`config.mk`:
```
export PLATFORM = sky130hd
export DESIGN_NAME = rf_writeback
export DESIGN_NICKNAME = d
export VERILOG_FILES = /design/src/rtl/rf_writeback.sv
export SDC_FILE = /design/constraint.sdc
export NUM_CORES = 1
export LEC_CHECK = 0
export CORE_MARGIN = 2
export CORE_UTILIZATION = 54
export DETAILED_ROUTE_END_ITERATION = 8
export PLACE_DENSITY = 0.84
export SETUP_SLACK_MARGIN = 0.02
export SLEW_MARGIN = 20
export SYNTH_ARGS = -nofsm -noshare
export SYNTH_HDL_FRONTEND = slang
export SYNTH_SLANG_ARGS = --single-unit
```
`constraint.sdc`:
```
create_clock -name clk -period 2.7 [get_ports clk]
set_input_delay 0.54 -clock clk [delete_from_list [all_inputs] [get_ports clk]]
set_output_delay 0.54 -clock clk [all_outputs]
set_load 0.01 [all_outputs]
```
`src/rtl/rf_writeback.sv`:
```
// rtl/rf_writeback.sv - register file write-port master merging ALU and load results
// Optional same-cycle forwarding ports are enabled by defining RF_WB_BYPASS_EN.
module rf_writeback #(
    parameter int DEPTH = 4,
    parameter int DW    = 32,
    parameter int AW    = 4
) (
    input  logic                     clk,
    input  logic                     reset,
    input  logic                     alu_valid,
    input  logic [AW-1:0]            alu_waddr,
    input  logic [DW-1:0]            alu_wdata,
    input  logic                     ld_valid,
    output logic                     ld_ready,
    input  logic [AW-1:0]            ld_waddr,
    input  logic [DW-1:0]            ld_wdata,
    output logic [AW-1:0]            waddr,
    output logic [DW-1:0]            wdata,
    output logic                     wea,
`ifdef RF_WB_BYPASS_EN
    input  logic [AW-1:0]            byp_r0addr,
    input  logic [AW-1:0]            byp_r1addr,
    output logic                     byp_r0hit,
    output logic                     byp_r1hit,
    output logic [DW-1:0]            byp_r0data,
    output logic [DW-1:0]            byp_r1data,
`endif
    output logic [2**AW-1:0]         pending_mask,
    output logic [$clog2(DEPTH):0]   fifo_count
);

    localparam int PW = $clog2(DEPTH);
    localparam int CW = PW + 1;
    localparam int NR = 2**AW;

    logic [AW-1:0]    addr_q [DEPTH];
    logic [DW-1:0]    data_q [DEPTH];
    logic [DEPTH-1:0] live_q, live_d;
    logic [PW-1:0]    head_q, head_d, tail_q, tail_d;
    logic [CW-1:0]    count_q, count_d;
    logic [AW-1:0]    waddr_q, waddr_d;
    logic [DW-1:0]    wdata_q, wdata_d;
    logic             wea_q, wea_d;

    logic accept, fifo_empty, pop, push, cut, push_live;

    assign ld_ready   = (count_q < CW'(DEPTH)) & ~reset;
    assign accept     = ld_valid & ld_ready;
    assign fifo_empty = (count_q == '0);

    // Priority: ALU, then FIFO head, then cut-through of the offered load.
    always_comb begin
        pop     = 1'b0;
        cut     = 1'b0;
        waddr_d = waddr_q;
        wdata_d = wdata_q;
        wea_d   = 1'b0;
        if (alu_valid) begin
            waddr_d = alu_waddr;
            wdata_d = alu_wdata;
            wea_d   = 1'b1;
        end else if (!fifo_empty) begin
            pop   = 1'b1;
            wea_d = live_q[head_q];
            if (live_q[head_q]) begin
                waddr_d = addr_q[head_q];
                wdata_d = data_q[head_q];
            end
        end else if (accept) begin
            cut     = 1'b1;
            waddr_d = ld_waddr;
            wdata_d = ld_wdata;
            wea_d   = 1'b1;
        end
    end

    assign push      = accept & ~cut;
    // A load arriving alongside an ALU write to the same register is older, so it is born dead.
    assign push_live = ~(alu_valid & (ld_waddr == alu_waddr));

    always_comb begin
        live_d = live_q;
        if (alu_valid) begin
            for (int i = 0; i < DEPTH; i++) begin
                if (addr_q[i] == alu_waddr) live_d[i] = 1'b0;
            end
        end
        if (pop)  live_d[head_q] = 1'b0;
        if (push) live_d[tail_q] = push_live;
    end

    assign head_d  = pop  ? head_q + PW'(1) : head_q;
    assign tail_d  = push ? tail_q + PW'(1) : tail_q;
    assign count_d = count_q + CW'(push) - CW'(pop);

    always_ff @(posedge clk or posedge reset) begin
        if (reset) begin
            live_q  <= '0;
            head_q  <= '0;
            tail_q  <= '0;
            count_q <= '0;
            waddr_q <= '0;
            wdata_q <= '0;
            wea_q   <= 1'b0;
        end else begin
            live_q  <= live_d;
            head_q  <= head_d;
            tail_q  <= tail_d;
            count_q <= count_d;
            waddr_q <= waddr_d;
            wdata_q <= wdata_d;
            wea_q   <= wea_d;
        end
    end

    // Payload slots need no reset: the live bits and occupancy qualify them.
    always_ff @(posedge clk) begin
        if (push) begin
            addr_q[tail_q] <= ld_waddr;
            data_q[tail_q] <= ld_wdata;
        end
    end

    always_comb begin
        pending_mask = '0;
        for (int i = 0; i < DEPTH; i++) begin
            if (live_q[i]) pending_mask[addr_q[i]] = 1'b1;
        end
    end

    assign waddr      = waddr_q;
    assign wdata      = wdata_q;
    assign wea        = wea_q;
    assign fifo_count = count_q;

`ifdef RF_WB_BYPASS_EN
    assign byp_r0hit  = wea_q & (waddr_q == byp_r0addr);
    assign byp_r1hit  = wea_q & (waddr_q == byp_r1addr);
    assign byp_r0data = wdata_q;
    assign byp_r1data = wdata_q;
`endif

    logic unused_nr;
    assign unused_nr = (NR == 0);

endmodule

```
==> metrics.cfg <==
[outcome]
status = finished clean

[yosys]
synth.area.top_cells = edfxtp_1 50%, dfrtp_1 14%, mux4_2 9.7%
syn_avg_cell_area_um2 = 15.86
netlist.area_leader.share_pct = 50.48
syn-num-nets = 627
ys_ff_latch = 192
ys_seq_area_share_pct = 64.50
synth_cell_types = 47
synthTopCellsByCount = 144 x edfxtp_1, 51 x nand2_1, 48 x dfrtp_1, 37 x mux4_2, 36 x o21ai_2
synth_edf_count = 144
synthesis.area_um2 = 8566
ys_warn_count = 0
yosys.area.top_type = edfxtp_1
synth_flop_cell = edfxtp_1
synthCells = 540
async_flop_share_pct = 25.00
synthMostInstantiatedCell = edfxtp_1

[sta]
setup_viol = 0
worst_slew_pin_slew_ns = 0.6100
final-hold-violation-count = 0
drv_slew = 0
fin_ws_ns = 0.06762
holdWs_ns = 0.4764
skew_ns = 0.01060
fmax_mhz = 379.9
setup_tns_ns = 0
fin_crit_sh_pct = 97.50
slew_headroom_pct = 59.33
fin_crit_ns = 2.632

[clock_tree]
clkTransAtPathRegs_ns = 0.07
cts_tree = yes
htree_levels = 4
clockBufferDepth = 2
clock_sinks = 192
clk_latency_ns = 0.44
root_buffer = clkbuf_16
cts-buffers-inserted = 17

[pwr]
power.leakage_uw = 0.003998
switching_share_pct = 31.42
p_per_area_nw_per_um2 = 925.0
p_int_uw = 7022
peakVddDrop_uv = 512.1
clkPwrFrac_pct = 24.4
comb_power_share_pct = 36.0
seqPwrFrac_pct = 39.6
p_sw_uw = 3217

[floorplan]
initial_core_util_pct = 54.52
die_h_um = 129.9
design.core.area_um2 = 15710
ios = 133
dieArea_um2 = 16890
rows = 46
die_x_um = 129.9

[critical_path]
path_depth = 5
crit_arrival_ns = 2.09
crit_path_start = addr_q[1][3]
end_kind = primary output
slowest_stage = clkdlybuf4s50_1
cp_cell_sequence = buf_4 -> and3b_1 -> a32oi_1 -> o221ai_1 -> clkdlybuf4s50_1
required_ns = 2.16
critPathMaxFanout = 5
cp_top_family = buffers and inverters
timing.rr.end = fifo_count[2]
crit_type = flip-flop to primary output
start_kind = flip-flop
cp-endpoint = pending_mask[7]
critPathBufInv = 2
slowest_delay_ns = 0.57
worst-r2r-setup-slack_ns = 0.38
reg2reg_from = fifo_count[2]
r2r_cells = 8

[drt]
met2_length_mm = 10.97
drc = 0
routed.top_layer = met4
drt_iter0_drc = 653
wl_met1_mm = 8.221
vias_per_cell = 6.191
dr_total_vias = 5826
met3_length_mm = 1.895
postRouteAntennaNets = 0
totalWireLength_mm = 21.54
post_drt_wl_per_cell_um = 22.89
dr.pass1.iters = 8

[hold_path]
hold_class = flip-flop to flip-flop
hold-path-cell-count = 2

[grt]
grt.overflow.total = 0
grt_pass1_vias = 5853
antenna_found_initial = 2
grt_max_degree = 46
grt_pass1_wl_mm = 33.10
track_usage_pct = 26.75

[finish]
drive_above_1_share_pct = 25.31
nets = 798
area_delta_synth_final_pct = 29.23
stdcell_area_um2 = 11070

[placement]
placed_area_um2 = 10260
port_buffers = 132
dp_hpwl_mm = 14.04
post-place-ws_ns = 0.09625
gp_congestion = 0.9238

[run]
drv_cap = 0

cells by family (layout without fill, tap and decap cells):
family                     after synthesis  after routing  share of synthesized area [%]
adders and majority gates               11             11                          1.694
muxes                                   41             41                          10.20
and+or+nand+nor                        105            105                          6.076
other                                    0              2                              0
xor gates and xnor gates                24             24                          2.454
buffers and inverters                   55            238                          3.214
AOI/OAI and AO/OA                      112            112                          11.86
DFF                                    192            192                          64.50
flip-flops by register name (all words and copies together) (netlist names):
register / flops
fifo_count: 3
tail_q: 2
live_q: 4
data_q: 128
waddr: 4
wea: 1
head_q: 2
wdata: 32
addr_q: 16
how the worst min path moves through the flow:
stage	slack (ns)	startpoint	endpoint
floorplan	0.52	waddr[3]	waddr[3]
global placement	0.46	wdata[2]	wdata[2]
detailed placement	0.46	wdata[29]	wdata[29]
CTS	0.48	wdata[29]	wdata[29]
global route	0.50	wdata[29]	wdata[29]
finish	0.48	wdata[2]	wdata[2]
layout make-up:
cell class	count	area, um^2
Inverter	18	67.56
Fill cell	1015	4643
Clock buffer	22	444.2
Sequential cell	192	5528
Clock inverter	9	133.9
Tap cell	216	270.3
Antenna cell	2	5.005
Multi-Input combinational cell	293	2821
Timing Repair Buffer	189	1799
placed cells by master, fill, tap and decap left out, drive strengths merged, types with 2 or more instances in the layout:
cell type | Yosys | layout
dfrtp | 48 | 48
xnor2 | 20 | 20
nand2 | 51 | 51
bufinv | 0 | 3
o22ai | 2 | 2
clkdlybuf4s50 | 0 | 117
buf | 16 | 58
clkbuf | 21 | 23
mux4 | 37 | 37
o32ai | 3 | 3
mux2i | 4 | 4
dlygate4sd2 | 0 | 6
nor2b | 6 | 6
nor3b | 3 | 3
dlymetal6s2s | 0 | 7
nor3 | 2 | 2
clkinv | 0 | 3
nor4 | 2 | 2
nor2 | 8 | 8
nand3 | 7 | 7
a31oi | 3 | 3
xor2 | 4 | 4
a32oi | 4 | 4
a221o | 4 | 4
nand3b | 4 | 4
edfxtp | 144 | 144
or2 | 2 | 2
o21ai | 38 | 38
o221ai | 17 | 17
and3 | 2 | 2
a22oi | 2 | 2
diode | 0 | 2
nand2b | 9 | 9
a222oi | 31 | 31
and2 | 5 | 5
o211ai | 3 | 3
inv | 18 | 20
or3b | 2 | 2
ha | 10 | 10
what timing repair did:
action / 4_1_cts / 5_1_grt
setup endpoints to repair: 10 / 9
setup buffers: 12 / 11
hold buffers: 0 / 0
pin swaps: 0 / 2
resized for setup: 12 / 16
power groups by stage:
stage | Combinational (uW) | Sequential (uW) | Clock, uW
after global placement | 3530 | 4070 | 0
after detailed placement | 3620 | 4120 | 0
after global routing | 3980 | 4110 | 2650
after CTS | 3690 | 4060 | 2530
after floorplan | 2190 | 4140 | 0
final | 3690 | 4050 | 2500
per-layer routing:
layer / track usage (%) / vias to the layer above
li1: - / 2516
met2: 44.32 / 334
met4: 9.045 / 0
met5: 0 / -
met3: 6.437 / 42
met1: 35.20 / 2934
through the flow:
step / total power, uW / std cells / utilization, %
2_1_floorplan: 6336 / 540 / -
3_3_place_gp: 7601 / 885 / 65.32
3_5_place_dp: 7738 / 885 / 65.32
4_1_cts: 10280 / 928 / 69.63
5_1_grt: 10750 / 939 / 70.42
6_report: 10240 / 941 / 70.45
worst min-delay path, cell delays in order, from the launching register on:
cell,delay [ns]
dfrtp_1,0.34
nand2_1,0.06
o21ai_2,0.05
(Power assumes the default switching activity.)
